===== src/rtl/expansion_pipe_if.sv =====
// Valid/ready bus for expansion_pipe: input beat (half-block, subkey, key enable)
// and the expanded output beat. Bit k of every vector is DES bit k.
interface expansion_pipe_if #(
    parameter int unsigned DATA_W = 32
) ();
    localparam int unsigned OUT_W = 3 * DATA_W / 2;

    logic             in_valid;
    logic             in_ready;
    logic [DATA_W:1]  in_data;
    logic [OUT_W:1]   in_key;
    logic             in_key_en;
    logic             out_valid;
    logic             out_ready;
    logic [OUT_W:1]   out_data;

    modport master (
        output in_valid, in_data, in_key, in_key_en, out_ready,
        input  in_ready, out_valid, out_data
    );

    modport slave (
        input  in_valid, in_data, in_key, in_key_en, out_ready,
        output in_ready, out_valid, out_data
    );
endinterface


===== src/rtl/expansion_pipe.sv =====
// Parametrised DES-style E-box: cyclic 4->6 expansion of a DATA_W half-block,
// optional subkey XOR, then PIPE_STAGES valid/ready register stages.
module expansion_pipe #(
    parameter int unsigned DATA_W      = 32,
    parameter int unsigned PIPE_STAGES = 2
) (
    input  logic            clk,
    input  logic            rst_n,
    input  logic            flush,
    expansion_pipe_if.slave bus,
    output logic            busy
);
    localparam int unsigned OUT_W  = 3 * DATA_W / 2;
    localparam int unsigned GROUPS = DATA_W / 4;
    localparam int          LAST   = int'(PIPE_STAGES) - 1;

    logic [OUT_W:1]         expand;
    logic [OUT_W:1]         mixed;
    logic [PIPE_STAGES-1:0] valid_q;
    logic [PIPE_STAGES-1:0] valid_d;
    logic [PIPE_STAGES-1:0] take;
    logic [PIPE_STAGES-1:0] load;
    logic [PIPE_STAGES-1:0] adv;
    logic [OUT_W:1]         data_q [PIPE_STAGES];

    // Each 6-bit group takes its 4 own bits plus one neighbour on each side;
    // the first and last groups wrap around the half-block.
    always_comb begin
        expand = '0;
        for (int g = 0; g < int'(GROUPS); g++) begin
            expand[6*g+1] = bus.in_data[(g == 0) ? int'(DATA_W) : 4*g];
            for (int j = 0; j < 4; j++) begin
                expand[6*g+2+j] = bus.in_data[4*g+1+j];
            end
            expand[6*g+6] = bus.in_data[(g == int'(GROUPS) - 1) ? 1 : 4*g+5];
        end
    end

    assign mixed = bus.in_key_en ? (expand ^ bus.in_key) : expand;

    // take[i]: stage i can accept a beat this cycle (empty, or draining onward).
    always_comb begin
        take    = '0;
        load    = '0;
        adv     = '0;
        valid_d = valid_q;
        take[LAST] = !valid_q[LAST] || bus.out_ready;
        adv[LAST]  = valid_q[LAST] && bus.out_ready;
        for (int i = LAST - 1; i >= 0; i--) begin
            take[i] = !valid_q[i] || take[i+1];
            adv[i]  = valid_q[i] && take[i+1];
        end
        load[0] = bus.in_valid && take[0];
        for (int i = 1; i <= LAST; i++) begin
            load[i] = valid_q[i-1] && take[i];
        end
        for (int i = 0; i <= LAST; i++) begin
            valid_d[i] = load[i] || (valid_q[i] && !adv[i]);
        end
    end

    always_ff @(posedge clk or negedge rst_n) begin
        if (!rst_n) begin
            valid_q <= '0;
            for (int i = 0; i <= LAST; i++) begin
                data_q[i] <= '0;
            end
        end else if (flush) begin
            valid_q <= '0;
            for (int i = 0; i <= LAST; i++) begin
                data_q[i] <= '0;
            end
        end else begin
            valid_q <= valid_d;
            if (load[0]) begin
                data_q[0] <= mixed;
            end
            for (int i = 1; i <= LAST; i++) begin
                if (load[i]) begin
                    data_q[i] <= data_q[i-1];
                end
            end
        end
    end

    // flush discards the same-cycle beat, so upstream is never held off by it.
    assign bus.in_ready  = flush || take[0];
    assign bus.out_valid = valid_q[LAST];
    assign bus.out_data  = data_q[LAST];
    assign busy          = |valid_q;
endmodule


===== src/flat_wrapper.sv =====
// flat-port wrapper written by rule: the top's interface ports become plain ports
module expansion_pipe_flat 
#(
    parameter int unsigned DATA_W      = 32,
    parameter int unsigned PIPE_STAGES = 2
)
  (clk, rst_n, flush, busy, bus_in_valid, bus_in_data, bus_in_key, bus_in_key_en, bus_out_ready, bus_in_ready, bus_out_valid, bus_out_data);
  expansion_pipe_if #(.DATA_W(DATA_W)) bus_i ();
  input  logic clk;
  input  logic rst_n;
  input  logic flush;
  output logic busy;
  input wire logic [$bits(bus_i.in_valid)-1:0] bus_in_valid;
  input wire logic [$bits(bus_i.in_data)-1:0] bus_in_data;
  input wire logic [$bits(bus_i.in_key)-1:0] bus_in_key;
  input wire logic [$bits(bus_i.in_key_en)-1:0] bus_in_key_en;
  input wire logic [$bits(bus_i.out_ready)-1:0] bus_out_ready;
  output wire logic [$bits(bus_i.in_ready)-1:0] bus_in_ready;
  output wire logic [$bits(bus_i.out_valid)-1:0] bus_out_valid;
  output wire logic [$bits(bus_i.out_data)-1:0] bus_out_data;
  assign bus_i.in_valid = bus_in_valid;
  assign bus_i.in_data = bus_in_data;
  assign bus_i.in_key = bus_in_key;
  assign bus_i.in_key_en = bus_in_key_en;
  assign bus_i.out_ready = bus_out_ready;
  assign bus_in_ready = bus_i.in_ready;
  assign bus_out_valid = bus_i.out_valid;
  assign bus_out_data = bus_i.out_data;
  expansion_pipe #(.DATA_W(DATA_W), .PIPE_STAGES(PIPE_STAGES)) u_core (.clk(clk), .rst_n(rst_n), .flush(flush), .bus(bus_i), .busy(busy));
endmodule

===== config.mk =====
export PLATFORM = sky130hd
export DESIGN_NAME = expansion_pipe_flat
export DESIGN_NICKNAME = d
export VERILOG_FILES = /design/src/rtl/expansion_pipe_if.sv /design/src/rtl/expansion_pipe.sv /design/src/flat_wrapper.sv
export SDC_FILE = /design/constraint.sdc
export NUM_CORES = 1
export LEC_CHECK = 0
export ABC_AREA = 1
export BUFFER_PORTS_ARGS = -buffer_cell sky130_fd_sc_hd__buf_2
export CAP_MARGIN = 40
export CELL_PAD_IN_SITES_DETAIL_PLACEMENT = 1
export CELL_PAD_IN_SITES_GLOBAL_PLACEMENT = 1
export CORE_AREA = 2 2 97 169
export DETAILED_ROUTE_END_ITERATION = 8
export DIE_AREA = 0 0 99 171
export PLACE_DENSITY_LB_ADDON = 0.1
export RECOVER_POWER = 100
export SYNTH_ARGS = -nofsm -noshare
export SYNTH_HDL_FRONTEND = slang
export SYNTH_SLANG_ARGS = --single-unit

===== constraint.sdc =====
create_clock -name clk -period 1.06 [get_ports clk]
set_input_delay 0.212 -clock clk [delete_from_list [all_inputs] [get_ports clk]]
set_output_delay 0.212 -clock clk [all_outputs]
set_load 0.02 [all_outputs]

### Yosys cells after proc, flatten, opt, wreduce, memory -nomap -nowiden

Cells that the tools add are included.

* $add $sub $neg: 0
* $mul: 0
* div/mod/pow operators: 0
* order comparisons: 0
* equality and inequality tests: 0
* shifts and indexed selects: 0
* muxes and demuxes: 5
* bitwise operators: 1
* reduce and logical (&&, ||, !) cells: 17

Operators by type and width (number)
* $mux 48: 3
* $mux 96: 1
* $xor 48x48->48: 1
* $logic_and 1x1->1: 5
* $logic_or 1x1->1: 5
* $logic_not 1->1: 4
* $reduce_bool 2->1: 2
* $mux 2: 1
* $reduce_or 2->1: 1

* flip-flop bits (word level): 98
* latch bits: 0
* RAM bits: 0
* ROM bits: 0
* input port bits: 86
* memories: 0

### Longest topological paths before layout

Gate-level depths: netlist (run 1).

* word-level depth: 7
* gate-level depth with buffers: 8
* depth with buffers taken out: 6

### Worst setup path before layout (run 1)

No wires, ideal clock.

* path type: flip-flop to flip-flop
* from: register u_core.valid_q[1]
* to: register u_core.data_q[94] (netlist name)
* setup time: 117 ps
* data arrival time: 1177 ps
* required time: 943 ps
* path slack: -233 ps
* cell stages (with the launch flop): 8
* clock period less this slack: 1293 ps
* path through: dfrtp_1 nand3_1 nand2_2 nand2_1 buf_2 buf_6 nand2_1 nand2_1

* cells in the longest elaborated chain, start to end: 5

RTL lines
* start: declaration: RTL line expansion_pipe.sv:19 `logic [PIPE_STAGES-1:0] valid_q;`
* start signal: assignment: RTL line expansion_pipe.sv:74 `valid_q <= valid_d;`
* $logic_not 1->1: RTL line expansion_pipe.sv:47 `take[LAST] = !valid_q[LAST] || bus.out_ready;`
* $logic_or 1x1->1: RTL line expansion_pipe.sv:47
* $logic_or 1x1->1: RTL line expansion_pipe.sv:50 `take[i] = !valid_q[i] || take[i+1];`
* $logic_and 1x1->1: RTL line expansion_pipe.sv:53 `load[0] = bus.in_valid && take[0];`
* $reduce_bool 2->1 (no line)
* end signal: indexed assignment: RTL line expansion_pipe.sv:80 `data_q[i] <= data_q[i-1];`
* end: declaration: RTL line expansion_pipe.sv:24 `logic [OUT_W:1] data_q [PIPE_STAGES];`

Every way passes these cells.
A chain may end at the register's enable or synchronous reset.

### Worst setup path after layout (run 1)

* from: register u_core.valid_q[0]
* to: output port busy

* cells in the longest elaborated chain, start to end: 1

RTL lines
* $reduce_or 2->1: RTL line expansion_pipe.sv:90 `assign busy = |valid_q;`
* end: declaration: RTL line flat_wrapper.sv:12 `output logic busy;`

Every way passes these cells.

==> run metrics, run 1 <==
RSZ-0062 raised after global routing true; Syn Std Cell Area between 5000 and 6000 sq um; initial antenna violation count 0; Initial Util 33.0%; Critical Path Start Type flip-flop; worst hold slack approximately 0.20 ns; Worst Slack Setup Final -0.271 ns; crit-path max FO 2; Max Buffers Root-to-Sink 2; Period minus WS final between 1 and 1.5 ns; Flop pwr share between 40% and 50%; Reg clk slew, reported paths 0.06 ns; core region area 15600 sq um; Switching Fraction roughly 27%; kind of critical path reg -> out; Slew headroom 62.9%; Total Power 0.00904 W; setup violators final around 150; Layout Nets roughly 900; post-synthesis cell type count 16; crit-path leading delay family flip-flops; Non-Filler Instances slightly above 1k; number of cells on the worst reg-to-reg path 8; WHS Path Cells 3; Setup Skew approximately 0.0073 ns; pwr dens 1280 nW/um^2; hpwl dp just over 10000 um; critical path's slowest cell dfrtp_1; Max Freq about 0.75 GHz; DRT Pass-1 Iters 4; die height between 150 and 200 um; DRT iter0 DRCs roughly 120; vias per cell just under 5; IO buf count approximately 140; Arr. time, crit path approximately 1.1 ns; failing checks negative setup slack; worst slew pin tran roughly 0.56 ns; Die W a little under 100 um; I/O pins ~140; vias in the first global route about 5.2k; Int Pwr 0.00661 W; clock network power share 35.9%; Post-Syn Nets ~770; H-tree levels 3; crit-path max cell delay approximately 0.4 ns; Critical Path End Type output pin; Final Hold Viols 0; post-synth top area share between 40% and 50%; worst-path cell chain or2_4, buf_6; Peak VDD IR around 0.66 mV; net switching power between 0.002 and 0.0025 W; routability congestion estimate 0.724; Die Area ~17000 sq um; n_diodes 0; Vias ~5k; cell depth of the worst setup path 2; outcome finished with violations; maxcap violations 0; CP Buf/Inv Count 1; CP required 0.85 ns; register area share after synthesis ~47%; synth top area cells dfrtp_1 (47%), nand2_1 (18%), nand3_1 (14%), buf_4 (8.1%), a21oi_1 (4.8%); clock sink count 98; gr usage total 18.2%; Root Buffer clkbuf_16; first-pass GRT wire length around 25000 um; pin count of the biggest net entering global routing 48; Pleak roughly 3.9 nW; Area Growth Syn to Fin 36.3%; DRC errors left 0; layout cell share with drive strength beyond 1 roughly a third; Yosys warning count 0; Tcrit/Tclk final 126%; clock latency on the worst-skew pair 0.34 ns; DRT antenna net count 0; row cnt between 60 and 70; Yosys top cell by area dfrtp_1; Mean Syn Cell Area 7.54 sq um; Total Wirelength about 15000 um; total gr overflow 0; combinational share of power between 10% and 20%; CTS tree yes; placed cells 950; worst hold-check path type in -> reg; Synth Instances 685; Pins Over Slew Limit 0; wire length per cell between 10 and 15 um; Inserted Clock Buffers 9; #FFs+latches synth 98
## cell usage after synthesis
master      n
a21oi_1    50
buf_1       2
buf_2      24
buf_4      56
buf_6       2
clkbuf_1   11
dfrtp_1    98
inv_1       1
inv_2       1
nand2_1   243
nand2_2     1
nand3_1   145
nand4_1     1
nor2_1     48
nor2_2      1
or2_2       1
## worst min-delay path, stage by stage
cell	delay, ns
buf_2	0.11
buf_4	0.14
a21oi_2	0.04
## stage by stage
stage / area, sq um / setup WS (ns) / setup TNS [ns] / utilization (%)
after floorplan: 5230 / -0.101 / -6.10 / -
after global placement: 5930 / -0.106 / -6.62 / 37.9
after detailed placement: 5930 / -0.146 / -10.08 / 37.9
after CTS: 6810 / -0.259 / -19.21 / 43.5
after global routing: 7040 / -0.292 / -26.56 / 45.0
final: 7040 / -0.271 / -18.11 / 45.0
## state kept, by name, summed over array words and instances (netlist names)
name                 count
u_core.bus.out_data     48
u_core.data_q           48
u_core.valid_q           2
## routing by layer
layer	routed length (um)	track usage, %
met4	193	5.60
met3	460	2.17
met1	6200	22.0
met5	0	0
met2	8130	33.5
## cells by family after synthesis
group,synth area share (%)
flip-flops,47.5
AND/OR/NAND/NOR,35.7
buffers and inverters,12.0
AO/OA/AOI/OAI,4.84
## power by group through the flow
stage	combinational, W	clock [W]	sequential [W]
5_1_grt	0.00185	0.00350	0.00417
3_3_place_gp	0.00137	0	0.00418
4_1_cts	0.00162	0.00334	0.00413
3_5_place_dp	0.00142	0	0.00419
6_report	0.00165	0.00325	0.00415
2_1_floorplan	0.000874	0	0.00415
## final timing paths
check | from | endpoint | slack (ns)
min in group asynchronous | rst_n | u_core.data_q[59] | 0.39
hold / removal | flush | u_core.valid_q[1] | 0.20
hold reg to reg | u_core.data_q[77] | u_core.bus.out_data[30] | 0.47
setup reg to reg | u_core.valid_q[1] | u_core.bus.out_data[23] | -0.22
setup / recovery | u_core.valid_q[0] | busy | -0.27
max in group asynchronous | rst_n | u_core.data_q[77] | 0.10
## cell type report
type                       count  area, sq um
fill                        1943         8600
clock buffer                  11          243
clock inverter                 4         51.3
timing repair buffer         218         1840
multi-input combinational    490         2210
sequential                    98         2450
tap                          189          236
inverter                       2         10.0
## layout by cell type (no fill, tap or decap), types with 9 or more instances in the layout
cell       count
nand2_2       13
buf_12        13
nand2_4        9
nor2_1        48
dfrtp_1       97
nand3_1      144
buf_2         84
nand2_1      222
buf_6         53
buf_4         62
a21oi_1       49
clkbuf_16     10
## repair_timing
action	4_1_cts	5_1_grt
buffers inserted	23	22
hold buffers	1	0
gates cloned	2	1
pin swaps	3	4
hold endpoints to repair	13	0
gates resized for setup	110	28
setup endpoints to repair	149	149
No activity file was read; power rests on OpenSTA's default activity.
==> run 2, diff against run 1 <==
--- a/config.mk
+++ b/config.mk
@@ -15,6 +15,7 @@
 export DIE_AREA = 0 0 99 171
 export PLACE_DENSITY_LB_ADDON = 0.1
 export RECOVER_POWER = 100
+export SKIP_LAST_GASP = 1
 export SYNTH_ARGS = -nofsm -noshare
 export SYNTH_HDL_FRONTEND = slang
 export SYNTH_SLANG_ARGS = --single-unit
==> run 2 against run 1 <==
  * The flow still finishes with violations (negative setup slack)
  * Via count is 0.31% higher
  * Sequential power hardly changed
  * Clock power hardly changed
  * Cell count stayed put
  * Clock-buffer cell count stayed put
  * Global-route usage stayed put
  * Die area stayed put
  * Utilization hardly changed
  * Maximum frequency hardly changed
  * First-iteration DRC count is 2.6% lower
  * Power hardly changed
  * Critical endpoint unchanged
  * Largest cell class unchanged
==> run metrics, run 2 (same netlist as run 1, synthesis figures left out) <==
gr usage total 18.2%; die height approximately 170 um; Pins Over Slew Limit 0; failing checks negative setup slack; worst-path cell chain or2_4, buf_6; Area Growth Syn to Fin 36.2%; Vias around 5k; Tcrit/Tclk final 126%; Max Used Layer met4; DRT met1 WL roughly 6300 um; I/O pins roughly 140; Root Buffer clkbuf_16; Slew headroom roughly 63%; Inserted Clock Buffers 9; outcome finished with violations; Total Wirelength ~15000 um; kind of critical path reg -> out; crit-path max FO 2; Initial Util 33.0%; IO buf count around 140; commonest cells after routing, fill and taps aside nand2_1 (224), nand3_1 (144), dfrtp_1 (97); Worst Slack Setup Final -0.272 ns; clock sink count between 90 and 100; Layout Nets slightly above 900; vias per cell between 4 and 5; Max Freq between 0.7 and 0.8 GHz; RSZ-0062 raised after global routing true; Arr. time, crit path 1.12 ns; critical path's slowest cell dfrtp_1; Reg clk slew, reported paths ~0.060 ns; Critical Path Start Type flip-flop; Sequential Area between 2000 and 2500 sq um; setup violators final ~150; pwr dens about 1300 nW/um^2; worst slew pin tran between 0.5 and 0.6 ns; CP required 0.85 ns; setup TNS -18.09 ns; vias in the first global route approximately 5.2k; DRT antenna net count 0; commonest non-fill, non-tap cell in the layout nand2_1; # fillers 1943; routability congestion estimate 0.724; Pleak just under 4 nW; n_diodes 0; Peak VDD IR between 0.6 and 0.7 mV; DRT Pass-1 Iters 4; CTS tree yes; Max Buffers Root-to-Sink 2; pin count of the biggest net entering global routing 48; DRC errors left 0; clock latency on the worst-skew pair 0.34 ns; initial antenna violation count 0; Critical Path End Type output pin; hpwl dp between 10000 and 15000 um; core region area between 15000 and 20000 sq um; wire length per cell between 10 and 15 um; met2 wire length just over 8000 um; DR WL met3 slightly below 500 um; row cnt approximately 60; Multi-input gate area around 2200 sq um; Die Area around 17000 sq um; Die W 99 um; worst hold-check path type in -> reg; layout cell share with drive strength beyond 1 between 30% and 40%; Setup Skew ~0.0069 ns; Final Hold Viols 0; DRT iter0 DRCs 112; maxcap violations 0; worst slack, placed -0.146 ns; worst hold slack 0.203 ns; crit-path max cell delay approximately 0.4 ns; first-pass GRT wire length about 25000 um; H-tree levels 3; Period minus WS final between 1 and 1.5 ns; total gr overflow 0
## run 2: cell types whose count changed in the layout (fill, tap and decap cells not counted)
cell / previous run / this run
nand2_1: 222 / 224
nand2_2: 13 / 11
## run 2: per-layer routing
layer,up-vias,GRT usage [%]
met5,-,0
met4,0,5.60
met3,8,2.17
met2,96,33.5
met1,2358,22.0
li1,2441,-
## run 2: path summary, 6_finish.rpt
kind                              startpoint                      end  slack [ns]  depth (start not counted)
min in group asynchronous              rst_n        u_core.data_q[59]        0.39                          2
setup reg to reg           u_core.valid_q[1]  u_core.bus.out_data[23]       -0.22                          8
hold / removal                         flush        u_core.valid_q[1]        0.20                          3
max in group asynchronous              rst_n        u_core.data_q[77]        0.10                          3
hold reg to reg            u_core.data_q[77]  u_core.bus.out_data[30]        0.47                          2
setup / recovery           u_core.valid_q[0]                     busy       -0.27                          2
## run 2: where the power goes
group | leakage, nW | total (W) | switching (W) | internal (W)
clock network | 0.142 | 0.00326 | 0.00137 | 0.00189
logic | 2.44 | 0.00165 | 0.000904 | 0.000744
registers | 1.30 | 0.00415 | 0.000170 | 0.00398
total | 3.89 | 0.00905 | 0.00244 | 0.00661
## run 2: critical path, delay by kind of cell, from the launching register on
kind          cells  cell delay, ns
buf+inv           1            0.13
flops             1            0.40
simple gates      1            0.26
## run 2: cell type report
type | count | share of cell area (%)
Tap cell | 189 | 3.36
Timing Repair Buffer | 218 | 26.2
Clock inverter | 4 | 0.729
Clock buffer | 11 | 3.45
Multi-Input combinational cell | 490 | 31.3
Inverter | 2 | 0.142
Sequential cell | 98 | 34.9
## run 2: through the flow
step | utilization (%) | std cells | power (W) | instance area (sq um)
detailed placement | 37.9 | 950 | 0.00561 | 5930
finish | 45.0 | 1012 | 0.00905 | 7040
global route | 45.0 | 1012 | 0.00953 | 7040
global placement | 37.9 | 950 | 0.00556 | 5930
CTS | 43.5 | 991 | 0.00910 | 6810
floorplan | - | 685 | 0.00502 | 5230
## run 2: timing repair
item / 4_1_cts / 5_1_grt
buffers inserted: 23 / 22
setup endpoints to repair: 149 / 149
resized for setup: 110 / 26
hold buffers: 1 / 0
hold endpoints to repair: 13 / 0
cloned: 2 / 1
pin swaps: 3 / 4
